**src/rtl/uart_tx_arbiter.sv**
```systemverilog
// Round-robin share of one UART transmitter between NUM_REQ byte-stream requesters.
// Optional per-packet source header; bytes are paced by tx_busy plus a one-cycle holdoff after each strobe.
module uart_tx_arbiter #(
   parameter int         NUM_REQ     = 4,
   parameter bit         HEADER_EN   = 1'b1,
   parameter logic [7:0] HEADER_BASE = 8'hA0
) (
   input  logic                 clk,
   input  logic                 rst,
   input  logic [8*NUM_REQ-1:0] req_data,
   input  logic [NUM_REQ-1:0]   req_valid,
   input  logic [NUM_REQ-1:0]   req_last,
   output logic [NUM_REQ-1:0]   req_ready,
   output logic [7:0]           tx_data,
   output logic                 tx_new_data,
   input  logic                 tx_busy,
   output logic [NUM_REQ-1:0]   grant,
   output logic                 active
);

   localparam int IW = $clog2(NUM_REQ);

   typedef enum logic [1:0] {IDLE = 2'd0, HEADER = 2'd1, DATA = 2'd2} state_t;

   state_t             state, state_nxt;
   logic [IW-1:0]      ptr, pick;
   logic [NUM_REQ-1:0] pick_oh;
   logic               pick_vld;
   logic               holdoff;
   logic               send_ok;
   logic               owner_valid, owner_last;
   logic [7:0]         owner_data;

   // ptr always holds the current owner while a packet is in progress
   assign send_ok     = !tx_busy && !holdoff;
   assign owner_valid = req_valid[ptr];
   assign owner_last  = req_last[ptr];
   assign owner_data  = req_data[{ptr, 3'b000} +: 8];
   assign active      = (state != IDLE);
   assign pick_oh     = {{(NUM_REQ-1){1'b0}}, 1'b1} << pick;

   always_comb begin
      int c;
      pick_vld = 1'b0;
      pick     = '0;
      c        = 0;
      for (int k = 1; k <= NUM_REQ; k++) begin
         c = int'(ptr) + k;
         if (c >= NUM_REQ) c = c - NUM_REQ;
         if (!pick_vld && req_valid[c[IW-1:0]]) begin
            pick_vld = 1'b1;
            pick     = c[IW-1:0];
         end
      end
   end

   always_ff @(posedge clk) begin
      if (rst) begin
         state   <= IDLE;
         grant   <= '0;
         ptr     <= IW'(NUM_REQ - 1);
         holdoff <= 1'b0;
      end else begin
         state   <= state_nxt;
         holdoff <= tx_new_data;
         if (state == IDLE && pick_vld) begin
            grant <= pick_oh;
            ptr   <= pick;
         end else if (state == DATA && state_nxt == IDLE) begin
            grant <= '0;
         end
      end
   end

   always_comb begin
      state_nxt = state;
      case (state)
         IDLE:    if (pick_vld) state_nxt = HEADER_EN ? HEADER : DATA;
         HEADER:  if (send_ok) state_nxt = DATA;
         DATA:    if (send_ok && owner_valid && owner_last) state_nxt = IDLE;
         default: state_nxt = IDLE;
      endcase
   end

   always_comb begin
      req_ready   = '0;
      tx_new_data = 1'b0;
      tx_data     = 8'h00;
      if (!rst) begin
         case (state)
            HEADER: begin
               if (send_ok) begin
                  tx_new_data = 1'b1;
                  tx_data     = HEADER_BASE | {{(8-IW){1'b0}}, ptr};
               end
            end
            DATA: begin
               req_ready[ptr] = send_ok;
               if (send_ok && owner_valid) begin
                  tx_new_data = 1'b1;
                  tx_data     = owner_data;
               end
            end
            default: ;
         endcase
      end
   end

endmodule

```
**config.mk**
```make
export PLATFORM = sky130hd
export DESIGN_NAME = uart_tx_arbiter
export DESIGN_NICKNAME = d
export VERILOG_FILES = /design/src/rtl/uart_tx_arbiter.sv
export SDC_FILE = /design/constraint.sdc
export NUM_CORES = 1
export LEC_CHECK = 0
export ABC_AREA = 1
export BUFFER_PORTS_ARGS = -buffer_cell sky130_fd_sc_hd__buf_2
export CORE_AREA = 2 2 55 57
export CTS_CLUSTER_DIAMETER = 120
export DETAILED_ROUTE_END_ITERATION = 16
export DIE_AREA = 0 0 57 59
export GPL_TIMING_DRIVEN = 0
export PLACE_DENSITY_LB_ADDON = 0.25
export SYNTH_ARGS = -nofsm -noshare
export SYNTH_HDL_FRONTEND = slang
export SYNTH_SLANG_ARGS = --single-unit
```
**constraint.sdc**
```tcl
create_clock -name clk -period 2.7 [get_ports clk]
set_input_delay 0.135 -clock clk [delete_from_list [all_inputs] [get_ports clk]]
set_output_delay 0.135 -clock clk [all_outputs]
set_load 0.03 [all_outputs]
```
Yosys cells after proc, flatten, opt, wreduce, memory -nomap -nowiden
Index checks and enable logic that the tools add are counted.
- word-level logic and storage cells: 87
- register bits after elaboration: 9
- bits of input ports: 43
- equal/unequal tests: 2
- mux-type cells: 42
- reduce and logical (&&, ||, !) cells: 18
- add/subtract/negate cells: 8
- shift-type cells: 2
- $lt $le $gt $ge: 10
- bitwise gates (word level): 1
- operator list (kind ; number):
    indexed part select 32 x 6 -> 8 bit ; 1
    two-way mux 8 bit ; 3
    two-way mux 2 bit ; 11
    two-way mux 4 bit ; 4
    case mux 8 bit (2 select lines) ; 1
    less-than comparator 2 x 3 -> 1 bit, second input constant ; 5
    two-way mux 1 bit ; 14
    binary-select mux 1 bit (select 2 bit) ; 6
    greater-or-equal comparator 3 bit, second input constant ; 3
    logical AND 1 bit ; 9
    subtractor 2 x 1 -> 2 bit, second input constant ; 4
    adder 2 x 2 -> 3 bit, second input constant ; 2
    case mux 2 bit (3 select lines) ; 1
    logical NOT 1 bit ; 5
    adder 2 x 3 -> 4 bit, second input constant ; 1
    bitwise AND 4 bit ; 1
    greater-or-equal comparator 4 x 3 -> 1 bit, second input constant ; 1
    logical NOT 2 bit ; 2
    nonzero test 2 bit ; 2
    << shifter 1 x 2 -> 4 bit, first input constant ; 1
    adder 2 x 1 -> 3 bit, second input constant ; 1
    demux 1 bit (select 2 bit) ; 1
    == test 2 x 1 -> 1 bit, second input constant ; 1
    == test 2 bit, second input constant ; 1
    2 further kinds ; 2

Depth between registers and ports, before layout
- depth after elaboration: 21
- mapped depth: 16
- mapped depth without buffers: 13

Least setup slack after synthesis
OpenSTA, ideal clock, no wires.
- kind: flip-flop to flip-flop
- start: register ptr[0]
- end: register grant[3]
- setup slack: 385 ps
- data required time: 2583 ps
- cell stages (with the launch flop): 16
- arrival: 2198 ps
- buffers on the path: 3
- period minus slack after synthesis: 2315 ps
- path through: dfxtp_1 buf_6 inv_6 buf_6 clkbuf_1 ha_1 inv_1 nand2_1 o21ai_4 nand3_4 nand2_8 nand2_2 nand2_2 nand3_2 nand3_1 a21oi_2
- longest elaborated chain between the ends: 20
- elaborated cells between the ends (all ways): 53
- ends and longest elaborated chain (element ; RTL line ; text):
    start: declaration ; 26 ; logic [IW-1:0] ptr, pick;
    start signal: assignment ; 61 ; ptr <= IW'(NUM_REQ - 1);
    start signal: assignment ; 68 ; ptr <= pick;
    adder 2 x 1 -> 3 bit ; 48 ; c = int'(ptr) + k;
    greater-or-equal comparator 3 bit or subtractor 2 x 1 -> 2 bit (tied branches) ; 49 ; if (c >= NUM_REQ) c = c - NUM_REQ;
    two-way mux 2 bit ; 49 ;
    binary-select mux 1 bit (select 2 bit) ; 50 ; if (!pick_vld && req_valid[c[IW-1:0]]) begin
    two-way mux 1 bit (not written as such) ; 50 ;
    two-way mux 1 bit ; 50 ;
    logical NOT 1 bit ; 50 ;
    logical AND 1 bit ; 50 ;
    [4 not listed] ; n/a ;
    logical NOT 1 bit ; 50 ;
    logical AND 1 bit ; 50 ;
    two-way mux 1 bit ; 50 ;
    two-way mux 2 bit ; 78 ; IDLE: if (pick_vld) state_nxt = HEADER_EN ? HEADER : DATA;
    case mux 2 bit (3 select lines) ; 77 ; case (state)
    logical NOT 2 bit ; 69 ; end else if (state == DATA && state_nxt == IDLE) begin
    logical AND 1 bit ; 69 ;
    nonzero test 2 bit (no source line) ; n/a ;
    end signal: assignment ; 67 ; grant <= pick_oh;
    end: declaration ; 17 ; output logic [NUM_REQ-1:0] grant,
Parallel ways exist; a longest one is shown, timed or not. The select of a mux whose other input is x is not followed.
A chain may end at the register's enable or synchronous reset.

Final worst setup path
Same ends and word-level chain as after synthesis.

==> impl_metrics.ini <==
[synth]
synth_nets = 237
synth_mux_area_frac = 0
avgSynthCellArea_um2 = 6.505
synth-seq-area-share = 0.1489
synth_top_cells_by_area = dfxtp_1 15%, nand2_1 11%, ha_1 8.3%
synth-simple-area-share = 0.4612
syn_area_um2 = 1210
syn_inst = 186
synthXorXnorAreaFrac = 0
yosys_warnings = 0
synth_top_area_cell = dfxtp_1
yosys.area.top_type_share = 0.1489
synth_top_family_by_area = simple AND/OR/NAND/NOR gates
synth_compound_area_frac = 0.1965
synth_seq_cells = 9
yosysUniqueCellTypes = 33
synthAdderAreaFrac = 0.08273

[die]
ios = 61
die-height_um = 59
initial_core_util = 0.4464
core_area_um2 = 2710
rows = 19
die_w_um = 57
die_area_um2 = 3363

[routing]
wl_met2_um = 1478
wire_per_inst_um = 10.76
drtPass1Iterations = 4
num_vias = 1393
drt_iter0_markers = 77
wl_met3_um = 227
drc = 0
ant_nets = 0
wl_um = 3012
vias_per_cell = 4.975
top_layer_used = met3
wl_met1_um = 1306

[final_layout]
fin_nets = 301
final_cell_mix = 61 x buf_2, 37 x nand2_1, 22 x nor2_1
multi_input_area_um2 = 895.9
drive_gt1_frac = 0.3896
diodes = 0
seqCellArea_um2 = 180.2
area_growth_pct = 29.99
filler_cell_count = 281
final_common_cell = buf_2

[setup_path]
end_kind = register
worstPathRequired_ns = 2.84
cp_max_fo = 11
cp-start-kind = register
critical_path_class = register to register
cp.arrival_ns = 2.56

[sta]
hold_violations = 0
setup_tns_ns = 0
grt_setup_unrepaired = no
whs_ns = 0.1173
finalMaxSlewViolations = 0
relSlewSlack = 0.6450
worst_slew_pin_slew_ns = 0.5306
finalClockSkew_ns = 0.002315
timing.fmax_ghz = 0.4132
setup_viol = 0
finalCriticalPeriod_ns = 2.420
fin_crit_sh = 0.8963

[cts]
insertion_delay_ns = 0.25
root_buffer = clkbuf_4
cts.clk_slew.worst_paths_ns = 0.05
htree_num_levels = 1
tritoncts = done
numCtsBuffers = 3
cts_setup_buffers = 0
cts_sinks = 9
clockBufferDepth = 2

[pwr]
p_leak_nw = 0.8535
power_density_nw_per_um2 = 995.3
finalPower_mw = 1.565
ir_drop_v = 0.0007228

[placement]
portBuffers = 60
gp_congestion = 0.7934
dp_hpwl_um = 2480

[global_route]
grt-ovfl-total = 0
grt_pass1_wl_um = 4830
antenna_found_initial = 0
grt_pass1_vias = 1182
grt_max_degree = 12
grt_usage = 0.1763

[min_path]
hold_path_class = input port to register

[run_status]
status = complete, no violations

[flow_run]
cap_violations = 0
==> timing repair <==
| item | in CTS | in global routing |
|---|---|---|
| hold buffers | 0 | 0 |
| resized for setup | 0 | 3 |
| endpoints found under the setup margin | 0 | 6 |
==> per-layer routing <==
layer | GRT usage | vias up
met1 | 0.2088 | 608
met4 | 0.009967 | 0
met5 | 0 | -
li1 | - | 738
met2 | 0.3383 | 47
met3 | 0.04148 | 0
==> report_power, final <==
group | internal, mW | switching [mW] | total [mW]
clock | 0.0566 | 0.0419 | 0.0985
sequential | 0.176 | 0.0396 | 0.215
combinational | 0.440 | 0.811 | 1.25
total | 0.672 | 0.893 | 1.57
==> kinds of logic after synthesis <==
logic type / after synthesis
simple gates: 100
fa+ha+maj: 8
flops: 9
buf+inv: 30
compound gates: 39
==> cell type report <==
type	instances	area share
multi-input combinational	147	0.5696
timing repair buffer	60	0.1909
sequential	9	0.1146
inverter	23	0.05807
buffer	6	0.02546
tap	31	0.02466
clock buffer	4	0.01671
==> stage by stage <==
stage / area [um2] / worst slack [ns] / cells / utilization
finish: 1573 / 0.2801 / 280 / 0.5803
global route: 1573 / 0.07951 / 280 / 0.5803
CTS: 1575 / 0.07570 / 281 / 0.5813
floorplan: 1210 / 0.3847 / 186 / -
global placement: 1549 / 0.1027 / 277 / 0.5716
detailed placement: 1549 / 0.07954 / 277 / 0.5716
==> synthesized netlist by cell type, drive strengths merged <==
master and count:
nand3 19, o21ai 12, a221oi 4, a22oi 2
and3 1, nor2 27, dfxtp 9, buf 4
nand4 2, nor3 1, a31oi 2, inv 23
ha 8, nand2 50, o22ai 2, a21oi 16
clkbuf 3, o21a 1
==> critical path, cell delays in order, from the launching register on <==
cell      delay (ns)
dfxtp_1         0.39
buf_6           0.16
inv_6           0.05
buf_6           0.13
clkbuf_2        0.19
ha_1            0.37
inv_2           0.09
nand2_4         0.08
nand2_4         0.07
nor2_8          0.13
nand3_4         0.10
nand2_8         0.12
nand2_2         0.07
nand2_2         0.08
nand3_2         0.11
nand3_1         0.10
a21oi_2         0.05
==> registers in the layout, summed over array words and instances (netlist names) <==
register / count
grant: 4
ptr: 2
state: 2
holdoff: 1
==> worst paths after layout <==
path	startpoint	to	slack [ns]	depth (start not counted)
max	ptr[0]$_SDFFE_PP1P_	grant[3]$_SDFFE_PP0P_	0.28	16
min	rst	grant[3]$_SDFFE_PP0P_	0.12	2
max reg2reg	ptr[0]$_SDFFE_PP1P_	grant[3]$_SDFFE_PP0P_	0.28	16
min reg2reg	grant[2]$_SDFFE_PP0P_	grant[2]$_SDFFE_PP0P_	0.47	2
(Power assumes the default switching activity.)
